$ cat src/rtl/fp32_pkg.sv
// Shared FP32 definitions: field widths, exponent limits, the canonical
// NaN, operand classes and the divider FSM state encoding.
package fp32_pkg;

    localparam int EXP_W    = 8;
    localparam int FRAC_W   = 23;
    localparam int MANT_W   = 24;
    localparam int EXP_BIAS = 127;
    localparam int EXP_MAX  = 255;

    localparam logic [31:0] CANON_NAN_DEF = 32'h7FC0_0000;

    typedef enum logic [2:0] {
        IDLE,
        UNPACK,
        DIVIDE,
        NORM,
        ROUND,
        FINISH
    } state_t;

    typedef enum logic [1:0] {
        ZERO,
        NORMAL,
        INF,
        NAN
    } fp_class_t;

endpackage

$ cat src/rtl/fp32_classify.sv
// Combinational FP32 unpack: sign, biased exponent, mantissa with hidden
// bit and operand class. Ports: bits in; sign/expo/mant/cls out.
// Subnormals are classed as ZERO (denormals-are-zero).
module fp32_classify
    import fp32_pkg::*;
(
    input  logic [31:0]       bits,
    output logic              sign,
    output logic [EXP_W-1:0]  expo,
    output logic [MANT_W-1:0] mant,
    output fp_class_t         cls
);

    logic [FRAC_W-1:0] frac;

    assign sign = bits[31];
    assign expo = bits[30:23];
    assign frac = bits[22:0];

    always_comb begin
        cls  = NORMAL;
        mant = {1'b1, frac};
        if (expo == '0) begin
            cls  = ZERO;
            mant = '0;
        end else if (expo == '1) begin
            cls  = (frac != '0) ? NAN : INF;
            mant = '0;
        end
    end

endmodule

$ cat src/rtl/fp_div_driver.sv
// Iterative FP32 divider z = a / b, radix-2 restoring, start/busy/done.
// Ports: clk, rst, start, a_bits, b_bits in; busy, done, z_bits out.
module fp_div_driver
    import fp32_pkg::*;
#(
    parameter int          QBITS     = 26,
    parameter logic [31:0] CANON_NAN = CANON_NAN_DEF
) (
    input  logic        clk,
    input  logic        rst,
    input  logic        start,
    input  logic [31:0] a_bits,
    input  logic [31:0] b_bits,
    output logic        busy,
    output logic        done,
    output logic [31:0] z_bits
);

    localparam logic [4:0] CNT_LAST = 5'(QBITS - 1);

    state_t state, state_n;

    logic [31:0]        op_a, op_b;
    logic [4:0]         cnt;
    logic               sign_r;
    logic signed [9:0]  exp_r;
    logic [MANT_W-1:0]  mb_r;
    logic [MANT_W:0]    rem_r;
    logic [QBITS-1:0]   q_r;
    logic [31:0]        res_r;

    logic               sa, sb;
    logic [EXP_W-1:0]   ea, eb;
    logic [MANT_W-1:0]  ma, mb;
    fp_class_t          ca, cb;

    fp32_classify u_cls_a (
        .bits (op_a),
        .sign (sa),
        .expo (ea),
        .mant (ma),
        .cls  (ca)
    );

    fp32_classify u_cls_b (
        .bits (op_b),
        .sign (sb),
        .expo (eb),
        .mant (mb),
        .cls  (cb)
    );

    // Special-operand result, in priority order.
    logic        special;
    logic [31:0] spec_res;
    logic        sgn;

    always_comb begin
        sgn      = sa ^ sb;
        special  = 1'b1;
        spec_res = '0;
        if (ca == NAN || cb == NAN ||
            (ca == ZERO && cb == ZERO) ||
            (ca == INF && cb == INF)) begin
            spec_res = CANON_NAN;
        end else if (cb == ZERO || ca == INF) begin
            spec_res = {sgn, 8'hFF, 23'd0};
        end else if (ca == ZERO || cb == INF) begin
            spec_res = {sgn, 31'd0};
        end else begin
            special = 1'b0;
        end
    end

    // One restoring step: subtract divisor when it fits.
    logic [MANT_W+1:0] diff;
    logic              ge;
    logic [MANT_W:0]   rem_nx;

    always_comb begin
        diff   = {1'b0, rem_r} - {2'b00, mb_r};
        ge     = ~diff[MANT_W+1];
        rem_nx = ge ? diff[MANT_W:0] : rem_r;
    end

    // Round to nearest even. After a normalising shift the round bit is
    // zero and the lost bit lives in the remainder, so G with R|S|lsb
    // still decides correctly.
    logic [MANT_W-1:0]  mant;
    logic               g_bit, st_bit, up;
    logic [MANT_W:0]    sum;
    logic signed [9:0]  exp_rd;
    logic [31:0]        rnd_res;

    always_comb begin
        mant   = q_r[QBITS-1 -: MANT_W];
        g_bit  = q_r[QBITS-MANT_W-1];
        st_bit = (rem_r != '0) | (|q_r[QBITS-MANT_W-2:0]);
        up     = g_bit & (st_bit | mant[0]);
        sum    = {1'b0, mant} + {{MANT_W{1'b0}}, up};
        exp_rd = sum[MANT_W] ? exp_r + 10'sd1 : exp_r;
        if (exp_rd >= 10'(EXP_MAX)) begin
            rnd_res = {sign_r, 8'hFF, 23'd0};
        end else if (exp_rd <= 10'sd0) begin
            rnd_res = {sign_r, 31'd0};
        end else if (sum[MANT_W]) begin
            rnd_res = {sign_r, exp_rd[7:0], sum[MANT_W-1:1]};
        end else begin
            rnd_res = {sign_r, exp_rd[7:0], sum[FRAC_W-1:0]};
        end
    end

    always_comb begin
        state_n = state;
        unique case (state)
            IDLE:    if (start) state_n = UNPACK;
            UNPACK:  state_n = special ? FINISH : DIVIDE;
            DIVIDE:  if (cnt == CNT_LAST) state_n = NORM;
            NORM:    state_n = ROUND;
            ROUND:   state_n = FINISH;
            FINISH:  state_n = IDLE;
            default: state_n = IDLE;
        endcase
    end

    always_ff @(posedge clk or posedge rst) begin
        if (rst) begin
            state <= IDLE;
        end else begin
            state <= state_n;
        end
    end

    always_ff @(posedge clk or posedge rst) begin
        if (rst) begin
            busy   <= 1'b0;
            done   <= 1'b0;
            z_bits <= '0;
            op_a   <= '0;
            op_b   <= '0;
            cnt    <= '0;
            sign_r <= 1'b0;
            exp_r  <= '0;
            mb_r   <= '0;
            rem_r  <= '0;
            q_r    <= '0;
            res_r  <= '0;
        end else begin
            done <= 1'b0;
            unique case (state)
                IDLE: begin
                    if (start) begin
                        op_a <= a_bits;
                        op_b <= b_bits;
                        busy <= 1'b1;
                    end
                end
                UNPACK: begin
                    sign_r <= sgn;
                    exp_r  <= $signed({2'b00, ea}) - $signed({2'b00, eb})
                              + 10'(EXP_BIAS);
                    mb_r   <= mb;
                    rem_r  <= {1'b0, ma};
                    q_r    <= '0;
                    cnt    <= '0;
                    res_r  <= spec_res;
                end
                DIVIDE: begin
                    q_r   <= {q_r[QBITS-2:0], ge};
                    rem_r <= {rem_nx[MANT_W-1:0], 1'b0};
                    cnt   <= cnt + 5'd1;
                end
                NORM: begin
                    if (!q_r[QBITS-1]) begin
                        q_r   <= {q_r[QBITS-2:0], 1'b0};
                        exp_r <= exp_r - 10'sd1;
                    end
                end
                ROUND: begin
                    res_r <= rnd_res;
                end
                FINISH: begin
                    z_bits <= res_r;
                    done   <= 1'b1;
                    busy   <= 1'b0;
                end
                default: ;
            endcase
        end
    end

endmodule

$ cat config.mk
export PLATFORM = sky130hd
export DESIGN_NAME = fp_div_driver
export DESIGN_NICKNAME = d
export VERILOG_FILES = /design/src/rtl/fp32_pkg.sv /design/src/rtl/fp32_classify.sv /design/src/rtl/fp_div_driver.sv
export SDC_FILE = /design/constraint.sdc
export NUM_CORES = 1
export LEC_CHECK = 0
export CAP_MARGIN = 20
export CORE_ASPECT_RATIO = 0.7
export CORE_MARGIN = 8
export CORE_UTILIZATION = 45
export DETAILED_ROUTE_END_ITERATION = 10
export PLACE_DENSITY = 0.67
export REMOVE_ABC_BUFFERS = 1
export SLEW_MARGIN = 5
export SYNTH_ARGS = -nofsm -noshare
export SYNTH_HDL_FRONTEND = slang
export SYNTH_SLANG_ARGS = --single-unit
$ cat constraint.sdc
create_clock -name clk -period 7.7 [get_ports clk]
set_input_delay 0.77 -clock clk [delete_from_list [all_inputs] [get_ports clk]]
set_output_delay 0.77 -clock clk [all_outputs]
set_load 0.05 [all_outputs]
==> results.md <==
- Total number of vias: 9,479
- Core Box Area: 0.0264 mm^2
- Worst clock skew: approximately 10 ps
- Mapped Cells: 1,198
- Yosys warning total: 0
- EDFF count, synth: 0
- CP arrival: between 4000 and 5000 ps
- Max_cap viols: 0
- Die Width: 211 um
- Antenna Violating Nets Remaining: 0
- Worst-margin pin slew: 1100 ps
- Synth area leaders: dfrtp_1 (47%), mux2_2 (8.3%), nand2_1 (4.2%)
- # diodes: 0
- GPL Wtd Cong: about 0.88
- Final period utilization: 0.485
- Outcome: complete, no violations
- Number of hold buffers added after cts: 0
- Final core occ: 0.530
- CTS tree: done
- Cell repeated most along the worst path: and2_1
- Synth cell types: 70
- Slew Limit Headroom: 0.261
- Port Buffer Count: 100
- Slowest stage cell, crit path: a311oi_2
- Largest net degree at the start of global routing: 152
- Final Slew Violations: 0
- Total Wirelength: 29,600 um
- Count leader, synth: dfrtp_1
- Largest stage delay, worst path: 950 ps
- HP Class: reg2reg
- Clk buf depth: 3
- Post-synth ARST share: 1.00
- Final Cell Area: 0.0140 mm^2
- Nets: between 1,000 and 1,500
- Unrepaired setup endpoints after global routing: no
- Setup TNS: 0 ps
- Rows: 50
- Root Driver: clkbuf_16
- GRT Overall Usage: 0.182
- Leak Pwr: 5.99 nW
- Peak VDD IR: 0.197 mV
- Worst path top cell family by delay: simple AND/OR/NAND/NOR gates
- Die height: about 150 um
- Worst reg2reg path startpoint: q_r[2]$_DFFE_PP0P_
- Avg WL per Cell: 17.9 um
- Fillers: 2,368
- Post-route DRC: 0
- Main flop type after synthesis: dfrtp_1
- Kind of critical path: reg2reg
- Seq/Total Area, Yosys: 0.470
- Post-synth top area share: 0.470
- Num ports: between 100 and 150
- Most area-hungry cell type in the Yosys netlist: dfrtp_1
- Post CTS Setup Buffer Count: 0
- Synth-to-layout area growth: 17.4%
- Crit-path cells: and2_1 -> ha_1 -> nand3_1 -> nor4_4 -> and2_1 -> mux2_1 -> o21bai_1 -> a311oi_2 -> nand2_2 -> o21ai_1
- Clock Pin Slew Worst Setup and Hold Paths: about 60 ps
- Pre-CTS setup slack: 4020 ps
- Max Fclk: approximately 270 MHz
- Num CTS Buffers: 24
- DP Area: 0.0132 mm^2
- CTS resizes: 0
- Cell Pwr Density: 446 mW/mm^2
- Die area: around 0.032 mm^2
- Initial Utilization: 0.452
- DRT Pass-1 Iters: 5
- Detailed Route Iter0 Violations: between 700 and 800
- Worst path bufs/invs: 0
- Initial antenna violation count: 0
- H-tree depth: 1
- CP Launch Type: flop
- Yosys reg bits: 224
- Final setup viols: 0
- Worst EP required: 8140 ps
- Hold Vio Cnt, Final: 0
- Synth cell count leaders: dfrtp_1 (224), nand2_1 (134), mux2_2 (88)
- Worst-path maximum fanout: 13
- Clock Latency Late Sink: 520 ps
- Sink Count: 224
- Setup ws final: 3970 ps
- Global-route wire length before repair: 49,000 um
- Crit path from: q_r[2]$_DFFE_PP0P_
- Gr ovfl total: 0
- Number of global-route vias before repair: 9,134
- Fin crit period: 3730 ps
- Hold WS: 476 ps
- DP Wirelength: 21,000 um
- Worst hold start: busy$_DFFE_PP0P_
- Mapped Area: 0.0119 mm^2
- DR vias/cell: between 5 and 6
- Crit. End Element: flop
- Avg Inst Size Synth: between 9 and 10 um^2
- Layout cell share with drive strength beyond 1: 0.120
==> cell families after synthesis <==
group / Yosys count / share of synthesized area
simple gates: 375 / 0.154
compound gates: 298 / 0.166
flops: 224 / 0.470
buf+inv: 109 / 0.0356
mux: 96 / 0.0900
xor+xnor: 56 / 0.0411
fa+ha+maj: 40 / 0.0432
==> per-layer routing <==
layer  wire (um)  track usage
met1       15100        0.285
met2       12300        0.261
met3        1720       0.0298
met4         473       0.0306
met5           0            0
==> path summary, 6_finish.rpt <==
kind	slack (ps)	cells past startpoint	end
max in group asynchronous	5240	4	state[0]$_DFFE_PP0P_
min in group asynchronous	690	2	op_a[4]$_DFFE_PP0P_
min	480	1	busy$_DFFE_PP0P_
min reg2reg	480	1	busy$_DFFE_PP0P_
max reg2reg	3970	10	res_r[11]$_DFFE_PP0P_
max	3970	10	res_r[11]$_DFFE_PP0P_
==> sequential cells by signal, indices dropped and copies added, names as in the netlist, 10 cells and up <==
signal	count
exp_r	10
mb_r	24
op_a	32
op_b	32
q_r	26
rem_r	25
res_r	32
z_bits	32
==> per-stage QoR <==
stage / std cells / total power, mW
2_1_floorplan: 1138 / 4.33
3_3_place_gp: 1612 / 5.07
3_5_place_dp: 1612 / 5.14
4_1_cts: 1653 / 6.25
5_1_grt: 1655 / 6.73
6_report: 1655 / 6.24
==> worst register-to-register path, stage by stage (launching register included) <==
cell and delay [ps]:
dfrtp_1 420, and2_1 160, ha_1 220, nand3_1 150, nor4_4 440, and2_1 510
mux2_1 210, o21bai_1 80, a311oi_2 950, nand2_2 300, o21ai_1 210
==> placed cells by master, fill, tap and decap left out, types with 21 or more instances in the layout <==
cell type,netlist,layout
o21ai_0,79,79
xnor2_1,31,31
inv_1,49,48
nand3_1,38,38
xor2_1,25,25
nand2_1,134,134
mux2_2,88,88
clkdlybuf4s50_1,0,100
dfrtp_1,224,224
nand4_1,21,21
nor3_1,23,23
nor4_1,22,22
ha_1,38,38
a22o_1,35,35
nor2_1,63,62
a21oi_1,54,54
clkbuf_16,0,24
==> power breakdown <==
part	internal, mW	total [mW]	switching (mW)
clock network	0.603	1.07	0.465
logic	1.33	3.15	1.83
registers	1.60	2.02	0.418
==> cell type report <==
type | count | area (um^2) | area share
clock buffers | 33 | 664 | 0.0475
clock inverters | 8 | 55.1 | 0.00394
inverters | 49 | 191 | 0.0137
multi-input cells | 865 | 5900 | 0.422
flip-flops and latches | 224 | 5610 | 0.401
well taps | 364 | 455 | 0.0326
repair buffers | 112 | 1110 | 0.0797
Note: power is estimated with default switching activity, not from simulation.
